--- src/rtl/sort_stat.sv ---
// Frame statistics for the sorter output stream: max, min, median, range, trimmed mean,
// plus an on-line monotonicity check of the frame order.
module sort_stat #(
  parameter int DW   = 16,
  parameter int N    = 16,
  parameter int TRIM = 4
) (
  input  logic                 clk,
  input  logic                 rst,
  input  logic                 in_vld,
  input  logic signed [DW-1:0] din,
  output logic                 stat_vld,
  output logic signed [DW-1:0] max_o,
  output logic signed [DW-1:0] min_o,
  output logic signed [DW-1:0] med_o,
  output logic        [DW:0]   range_o,
  output logic signed [DW-1:0] tmean_o,
  output logic                 sort_err,
  output logic                 busy
);

  localparam int CW = $clog2(N);
  localparam int AW = DW + CW;
  localparam int SH = $clog2(N - 2*TRIM);

  localparam logic [1:0] S_IDLE    = 2'd0;
  localparam logic [1:0] S_COLLECT = 2'd1;
  localparam logic [1:0] S_DONE    = 2'd2;
  localparam logic [1:0] S_LOCK    = 2'd3;

  localparam logic [1:0] D_UND = 2'd0;
  localparam logic [1:0] D_ASC = 2'd1;
  localparam logic [1:0] D_DSC = 2'd2;

  localparam logic [CW-1:0] I_TLO  = CW'(TRIM);
  localparam logic [CW-1:0] I_THI  = CW'(N-1-TRIM);
  localparam logic [CW-1:0] I_MLO  = CW'(N/2-1);
  localparam logic [CW-1:0] I_MHI  = CW'(N/2);
  localparam logic [CW-1:0] I_LAST = CW'(N-1);

  logic [1:0]           state;
  logic [CW-1:0]        cnt;
  logic signed [DW-1:0] run_max, run_min, prev;
  logic signed [DW:0]   med_sum;
  logic signed [AW-1:0] tsum;
  logic [1:0]           dir;
  logic                 err;

  logic                 acc, first;
  logic [CW-1:0]        idx;
  logic signed [DW-1:0] nxt_max, nxt_min;
  logic signed [DW:0]   nxt_med;
  logic signed [AW-1:0] nxt_tsum;
  logic [1:0]           nxt_dir;
  logic                 nxt_err;
  logic [DW:0]          nxt_rng;

  assign busy = (state == S_COLLECT);

  // Next running values with the current sample folded in, so the last sample's
  // contribution can be registered straight into the outputs.
  always_comb begin
    acc      = in_vld && (state == S_IDLE || state == S_COLLECT);
    idx      = (state == S_IDLE) ? '0 : cnt;
    first    = (idx == '0);
    nxt_max  = (first || din > run_max) ? din : run_max;
    nxt_min  = (first || din < run_min) ? din : run_min;
    nxt_tsum = first ? '0 : tsum;
    if (idx >= I_TLO && idx <= I_THI)
      nxt_tsum = nxt_tsum + {{CW{din[DW-1]}}, din};
    nxt_med = med_sum;
    if (idx == I_MLO)
      nxt_med = {din[DW-1], din};
    else if (idx == I_MHI)
      nxt_med = med_sum + {din[DW-1], din};
    nxt_dir = dir;
    nxt_err = err;
    if (first) begin
      nxt_dir = D_UND;
      nxt_err = 1'b0;
    end else if (din > prev) begin
      if (dir == D_DSC) nxt_err = 1'b1;
      else              nxt_dir = D_ASC;
    end else if (din < prev) begin
      if (dir == D_ASC) nxt_err = 1'b1;
      else              nxt_dir = D_DSC;
    end
    nxt_rng = {nxt_max[DW-1], nxt_max} - {nxt_min[DW-1], nxt_min};
  end

  always_ff @(posedge clk) begin
    if (rst) begin
      state    <= S_IDLE;
      cnt      <= '0;
      run_max  <= '0;
      run_min  <= '0;
      prev     <= '0;
      med_sum  <= '0;
      tsum     <= '0;
      dir      <= D_UND;
      err      <= 1'b0;
      stat_vld <= 1'b0;
      max_o    <= '0;
      min_o    <= '0;
      med_o    <= '0;
      range_o  <= '0;
      tmean_o  <= '0;
      sort_err <= 1'b0;
    end else begin
      stat_vld <= 1'b0;
      case (state)
        S_IDLE:    if (in_vld) state <= S_COLLECT;
        S_COLLECT: if (in_vld && cnt == I_LAST) state <= S_DONE;
        S_DONE:    state <= S_LOCK;
        default:   if (!in_vld) state <= S_IDLE;
      endcase
      if (acc) begin
        cnt     <= idx + CW'(1);
        run_max <= nxt_max;
        run_min <= nxt_min;
        prev    <= din;
        med_sum <= nxt_med;
        tsum    <= nxt_tsum;
        dir     <= nxt_dir;
        err     <= nxt_err;
        // Results land in the DONE cycle, together with the stat_vld pulse.
        if (idx == I_LAST) begin
          stat_vld <= 1'b1;
          max_o    <= nxt_max;
          min_o    <= nxt_min;
          med_o    <= DW'(nxt_med >>> 1);
          range_o  <= nxt_rng;
          tmean_o  <= DW'(nxt_tsum >>> SH);
          sort_err <= nxt_err;
        end
      end
    end
  end

endmodule

--- config.mk ---
export PLATFORM = sky130hd
export DESIGN_NAME = sort_stat
export DESIGN_NICKNAME = d
export VERILOG_FILES = /design/src/rtl/sort_stat.sv
export SDC_FILE = /design/constraint.sdc
export NUM_CORES = 1
export LEC_CHECK = 0
export BUFFER_PORTS_ARGS = -buffer_cell sky130_fd_sc_hd__clkbuf_2
export CAP_MARGIN = 20
export CORE_ASPECT_RATIO = 1.1
export CORE_UTILIZATION = 50
export CTS_CLUSTER_DIAMETER = 30
export CTS_CLUSTER_SIZE = 12
export DETAILED_ROUTE_END_ITERATION = 8
export MAX_ROUTING_LAYER = met4
export PLACE_DENSITY = 0.76
export SETUP_SLACK_MARGIN = 0.1
export SLEW_MARGIN = 20
export SYNTH_ARGS = -nofsm -noshare
export SYNTH_HDL_FRONTEND = slang
export SYNTH_SLANG_ARGS = --single-unit
--- constraint.sdc ---
create_clock -name clk -period 6.85 [get_ports clk]
set_clock_uncertainty 0.1 [all_clocks]
set_input_delay 0.685 -clock clk [delete_from_list [all_inputs] [get_ports clk]]
set_output_delay 0.685 -clock clk [all_outputs]
set_load 0.01 [all_outputs]
==> impl_metrics.toml, run 1 <==
[status]
outcome = "complete, no violations"

[floorplanning]
initial_utilization_pct = 51.4
dieArea_um2 = 22000
die_y_um = 155
num_rows = 55
die_w_um = 141
core_um2 = 20800
num_io_pins = 103

[global_route]
grt_pass1_vias = 9222
grt_max_degree = 90
grt_overflow_total = 0
antenna_found_initial = 0
grt_use_total_pct = 28.3
grt_pass1_wl_um = 47600

[cells_and_area]
diodes = 0
num-nets-final = 1505
area_growth_pct = 12.2
layout-drive-gt1-share_pct = 12.5
fillers = 1886
stdcell_count = 1680
final_core_util_pct = 57.7

[logic_synthesis]
yosys.area.top_type = "dfxtp_1"
synth_compound_area_share_pct = 24.2
synth-xor-area-share_pct = 2.54
synth-edff-count = 0
synth_fa_ha_area_share_pct = 12.5
async_reset_ff_share_pct = 0
synth-main-ff-cell = "dfxtp_1"
synth_top_cell_area_share_pct = 33.0
synthCells = 1320
yosys_warnings = 0
synth_area_leaders = "dfxtp_1 (33%), ha_1 (12%), a211oi_1 (7.1%), nor2_1 (5.9%), a21oi_1 (5.2%)"
ys_seq_area_share_pct = 33.0
synth_mux_area_share_pct = 3.76
avgSynthCellArea_um2 = 8.09
yosys.area_share.simple_pct = 17.8
synthesis.nets = 1443
synth_cell_types = 82
ys_ff_latch = 176
synth_top_family_by_area = "compound AO/OA/AOI/OAI gates"
syn-cell-area_um2 = 10700

[sta]
period_share_pct = 81.9
fmaxAchievable_ghz = 0.178
maxSlewViolCount = 0
setup-violations-final = 0
worstMarginPinSlew_ns = 0.996
slew_headroom_pct = 33.6
finalCriticalPeriod_ns = 5.61
rsz0062_at_grt = "no"
hold_violations = 0
setup_tns_ns = 0

[power_and_ir_drop]
p_seq_share_pct = 35.7
clkPwrFrac_pct = 28.7
vdd_drop_max_v = 0.000265
sw_frac_of_total_pct = 38.5
p_int_w = 0.00213
power_density_nw_per_um2 = 289
p_leak_nw = 4.86
switching_power_w = 0.00133
comb_power_share_pct = 35.6

[placed_design]
gp_congestion = 0.934
io_buffers = 102
dp.cells = 1648
post-dp-hpwl_um = 20500

[clock_tree]
worstSkewPairLatency_ns = 0.45
path_clk_slew_ns = 0.07
htreeDepth = 4
cts_buffers = 17
tritoncts = "built"
cts_max_path_buffers = 2
cts.sinks = 176
cts_setup_buffers = 0
cts.repair.resized = 0
clock-root-buffer = "clkbuf_16"
ctsHoldBuffers = 0

[drt]
vias_per_cell = 5.86
routed_wl_um = 29500
postRouteAntennaNets = 0
routed-via-count = 9841
drc_errors = 0
first_pass_iters = 8
drt_iter0_drc = 584
wl_per_cell_um = 17.5

[setup_path]
path_class = "reg2reg"
crit_arrival_ns = 5.78
startpoint = "state[0]"
cp_top_family = "simple AND/OR/NAND/NOR gates"
max_stage_delay_ns = 0.58
crit_path_start_kind = "flop"
cpMaxStageDelayCell = "nand2_1"
r2r-start = "state[0]"
path_buf_inv = 2
critPathRequiredTime_ns = 7.02
cp_cell_sequence = "inv_1 -> ha_1 -> nor2b_1 -> inv_1 -> ha_1 -> nand2_1 -> nand3_1 -> nand2_1 -> a21oi_1 -> ha_1 -> fa_1 -> nor2b_1 -> o21ai_0 -> nand2b_1 -> a21oi_1 -> o21ai_0 -> nand2_1 -> o21ba_2 -> a221oi_2 -> a211oi_2 -> o21ai_1 -> a41oi_1"
cp-end-kind = "flop"
cp_max_fo = 19
ff2ff_path_depth = 22
path_depth = 22

[run]
cap_violations = 0

[worst_hold_path]
worstHoldStart = "range_o[4]"
hold-path-cell-count = 2
hp-class = "reg2reg"
-- layout by cell type (no fill, tap or decap), types with 21 or more instances in the layout --
cell      netlist  layout
inv_1          96      96
nor2_1        168     167
ha_1          101     101
o21ai_0        48      48
dfxtp_1       176     176
nand2_1       106     106
clkbuf_2        0     101
a211oi_1      101     101
xnor2_1        21      21
and2_1         23      23
mux2i_1        39      39
a21oi_1       110     110
-- worst paths after layout --
check             slack [ns]     endpoint
hold reg to reg         0.36   range_o[4]
setup / recovery        1.24  range_o[16]
setup reg to reg        1.24  range_o[16]
hold / removal          0.36   range_o[4]
-- power by group through the flow --
stage | logic, W | clock network, W | registers (W)
floorplan | 0.000950 | 0 | 0.00123
global placement | 0.00118 | 0 | 0.00125
detailed placement | 0.00121 | 0 | 0.00126
CTS | 0.00122 | 0.00100 | 0.00123
global route | 0.00138 | 0.00104 | 0.00125
finish | 0.00123 | 0.000996 | 0.00124
-- layer usage --
layer	routed length, um	vias to the layer above	track usage [%]
met2	13900	289	46.9
li1	-	4827	-
met5	0	-	-
met3	1350	67	3.94
met4	1130	0	11.8
met1	13100	4658	34.5
-- per-stage QoR --
stage	instance area [um^2]	power, W	setup WS [ns]	hold slack, ns
2_1_floorplan	10700	0.00218	1.69	0.332
3_3_place_gp	11400	0.00243	1.13	0.342
3_5_place_dp	11400	0.00247	0.976	0.346
4_1_cts	12000	0.00346	1.31	0.356
5_1_grt	12000	0.00367	0.763	0.367
6_report	12000	0.00346	1.24	0.355
-- Yosys cell counts, types with 3 or more instances --
library cell    n
nor3b_1         5
a21o_1         14
o21a_1         17
and3_1          7
nand2b_1       13
a31oi_1        12
fa_1            3
nand3_1        18
o211ai_1        5
o31ai_1         7
a22oi_1         8
o21ai_1         3
mux2i_1        39
xnor2_1        21
nand2_1       106
nor2_1        168
nor3_1         17
a221oi_1        6
a211oi_1      101
nor2b_1        10
and2_1         23
or3_1          10
buf_2           3
and4_1          4
nor4b_1         4
dfxtp_1       176
nor4_1          4
xor2_1         10
clkbuf_1       70
a221o_1         5
nand4_1        10
o21bai_1        4
a21oi_1       110
inv_1          96
or2_2           4
a211o_1         5
ha_1          101
o21ai_0        48
-- kinds of logic after synthesis --
kind of cell | Yosys count
AOI/OAI and AO/OA | 384
xor gates and xnor gates | 31
adders and majority gates | 105
buffers and inverters | 171
DFF | 176
muxes | 40
and+or+nand+nor | 413
-- registers in the layout, indices dropped and copies added, names as in the netlist --
register,flops
tsum,19
med_sum,17
range_o,17
max_o,16
med_o,16
min_o,16
prev,16
run_max,16
run_min,16
tmean_o,16
cnt,4
dir,2
state,2
err,1
sort_err,1
stat_vld,1
-- tightest hold or removal path, cell delays in order, from the launching register on --
cell and delay [ns]:
dfxtp_1 0.32, nand2_1 0.05, a21oi_1 0.05
-- layout make-up --
cell class / count / area, um^2 / area share, %
clock inverters: 15 / 166 / 1.39
inverters: 96 / 360 / 3.01
flip-flops and latches: 176 / 3520 / 29.4
repair buffers: 118 / 633 / 5.28
clock buffers: 17 / 425 / 3.55
multi-input cells: 973 / 6520 / 54.4
well taps: 285 / 357 / 2.97
(Power assumes the default switching activity.)
==> run 2: changes to the inputs <==
--- a/config.mk
+++ b/config.mk
@@ -5,6 +5,7 @@
 export SDC_FILE = /design/constraint.sdc
 export NUM_CORES = 1
 export LEC_CHECK = 0
+export ABC_AREA = 1
 export BUFFER_PORTS_ARGS = -buffer_cell sky130_fd_sc_hd__clkbuf_2
 export CAP_MARGIN = 20
 export CORE_ASPECT_RATIO = 1.1
@@ -13,7 +14,7 @@
 export CTS_CLUSTER_SIZE = 12
 export DETAILED_ROUTE_END_ITERATION = 8
 export MAX_ROUTING_LAYER = met4
-export PLACE_DENSITY = 0.76
+export PLACE_DENSITY = 0.79
 export SETUP_SLACK_MARGIN = 0.1
 export SLEW_MARGIN = 20
 export SYNTH_ARGS = -nofsm -noshare
==> constraint.sdc (replaced) <==
create_clock -name clk -period 4.75 [get_ports clk]
set_clock_uncertainty 0.1 [all_clocks]
set_input_delay 0.475 -clock clk [delete_from_list [all_inputs] [get_ports clk]]
set_output_delay 0.475 -clock clk [all_outputs]
set_load 0.01 [all_outputs]
==> impl_metrics.toml, run 2 <==
[logic_synthesis]
synthCells = 1685
synth_area_leaders = "dfxtp_1 (31%), ha_1 (11%), inv_1 (10%), nand2_1 (9.1%), o21ai_0 (7.8%)"
ys_ff_latch = 176
syn-cell-area_um2 = 11300
async_reset_ff_share_pct = 0
yosys.area.top_type = "dfxtp_1"
synth.most_common_cell = "inv_1"
yosys_warnings = 0
synth-edff-count = 0
ys_seq_area_share_pct = 31.1
synth_cell_types = 47
synthesis.nets = 1808
synth_top_cell_area_share_pct = 31.1
synth-main-ff-cell = "dfxtp_1"
avgSynthCellArea_um2 = 6.73
synth_common_cells = "inv_1 (309), nand2_1 (275), dfxtp_1 (176), o21ai_0 (176), nor2_1 (173)"

[cells_and_area]
area_growth_pct = 12.5
top_register = "tsum"
layout-drive-gt1-share_pct = 11.9
final_area_um2 = 12800
diodes = 0
num-nets-final = 1889
reg_top3 = "tsum (19), med_sum (17), range_o (17)"
layout.cells.most_common = "inv_1"
fillers = 2102
largest_reg_flops = 19
final_cell_mix = "inv_1 (307), nand2_1 (275), dfxtp_1 (176), o21ai_0 (174), nor2_1 (170)"

[placed_design]
gp_congestion = 0.954
io_buffers = 102
post-dp-hpwl_um = 23600
place_area_um2 = 12200

[floorplanning]
num_rows = 57
num_io_pins = 103
die_y_um = 160
initial_utilization_pct = 51.1
core_um2 = 22200
die_w_um = 146
dieArea_um2 = 23300

[global_route]
grt_pass1_vias = 10095
grt_use_total_pct = 29.3
grt_overflow_total = 0
grt_max_degree = 93
grt_pass1_wl_um = 52300
antenna_found_initial = 0

[clock_tree]
cts.repair.resized = 0
path_clk_slew_ns = 0.08
cts_max_path_buffers = 2
cts_buffers = 17
htreeDepth = 4
tritoncts = "built"
ctsHoldBuffers = 0
cts_setup_buffers = 0
worstSkewPairLatency_ns = 0.45
clock-root-buffer = "clkbuf_16"
cts.sinks = 176

[setup_path]
cp-end-kind = "flop"
critPathRequiredTime_ns = 5.01
crit_path_start_kind = "flop"
r2r-start = "state[0]"
startpoint = "state[0]"
crit_arrival_ns = 4.46
cp_max_fo = 19
path_class = "reg2reg"

[drt]
vias_per_cell = 5.35
wl_per_cell_um = 15.7
first_pass_iters = 5
routed_wl_um = 32600
drc_errors = 0
routed-via-count = 11089
postRouteAntennaNets = 0
drt_iter0_drc = 950

[power_and_ir_drop]
vdd_drop_max_v = 0.000271
power_density_nw_per_um2 = 441
power_w = 0.00562
p_leak_nw = 6.79

[sta]
setup-violations-final = 0
maxSlewViolCount = 0
slew_headroom_pct = 35.3
setup_tns_ns = 0
holdWs_ns = 0.344
hold_violations = 0
finalCriticalPeriod_ns = 4.20
rsz0062_at_grt = "no"
worstMarginPinSlew_ns = 0.968
period_share_pct = 88.5
fmaxAchievable_ghz = 0.238

[run]
cap_violations = 0

[worst_hold_path]
hp-class = "in2reg"
worstHoldStart = "din[0]"

[status]
outcome = "complete, no violations"
[run 2: per-stage QoR]
stage	setup WS, ns	instances	util (%)
finish	0.545	2074	57.5
global route	0.162	2074	57.5
CTS	0.412	2074	57.5
detailed placement	0.241	2042	54.9
global placement	0.265	2042	54.9
floorplan	0.907	1685	-
[run 2: cells by family (layout without fill, tap and decap cells)]
logic type | count (synthesis) | count (layout) | share of synthesized area, %
AO/OA/AOI/OAI | 424 | 424 | 20.9
XOR/XNOR | 30 | 30 | 2.32
adder cells (fa/ha/maj) | 104 | 104 | 11.7
buffers and inverters | 388 | 482 | 13.1
flip-flops | 176 | 176 | 31.1
AND/OR/NAND/NOR | 563 | 563 | 20.9
[run 2: power by group]
part / internal (W) / leakage (nW) / switching [W]
clock: 0.000744 / 0.284 / 0.000680
sequential: 0.00170 / 1.44 / 0.000122
combinational: 0.000809 / 5.07 / 0.00157
total: 0.00325 / 6.79 / 0.00237
[run 2: cell type report]
| cell class | count | area, um^2 | area share (%) |
|---|---|---|---|
| clock buffers | 18 | 429 | 3.36 |
| clock inverters | 14 | 145 | 1.14 |
| inverters | 316 | 1190 | 9.32 |
| multi-input cells | 1121 | 6350 | 49.8 |
| flip-flops and latches | 176 | 3520 | 27.6 |
| well taps | 295 | 369 | 2.89 |
| repair buffers | 134 | 753 | 5.90 |
[run 2: path summary, 6_finish.rpt]
kind	end	slack, ns	cells past startpoint
hold reg to reg	prev[15]	0.38	2
hold / removal	med_sum[0]	0.34	3
setup reg to reg	range_o[10]	0.55	23
setup / recovery	range_o[10]	0.55	23
[run 2: worst max-delay path, stage by stage, from the launching register on]
cell      delay [ns]
dfxtp_1         0.37
inv_1           0.09
ha_2            0.24
nor2_1          0.15
inv_1           0.06
ha_1            0.21
inv_1           0.07
nor2_2          0.05
inv_4           0.20
nand3_4         0.24
o21ai_0         0.49
inv_1           0.16
fa_1            0.45
nor2_1          0.12
a211oi_1        0.07
o21ai_0         0.36
nand3_2         0.12
nand2_2         0.11
nand2_2         0.06
nand2_1         0.07
xnor2_1         0.11
nand2_1         0.06
nand2_1         0.08
inv_1           0.03
[run 2: metal layers]
metal	vias to the layer above	part of all wire, %	track usage (%)
li1	5625	-	-
met1	5017	47	39.1
met2	378	43	44.9
met3	69	6.2	4.31
met4	0	3.2	10.6
met5	-	0	-
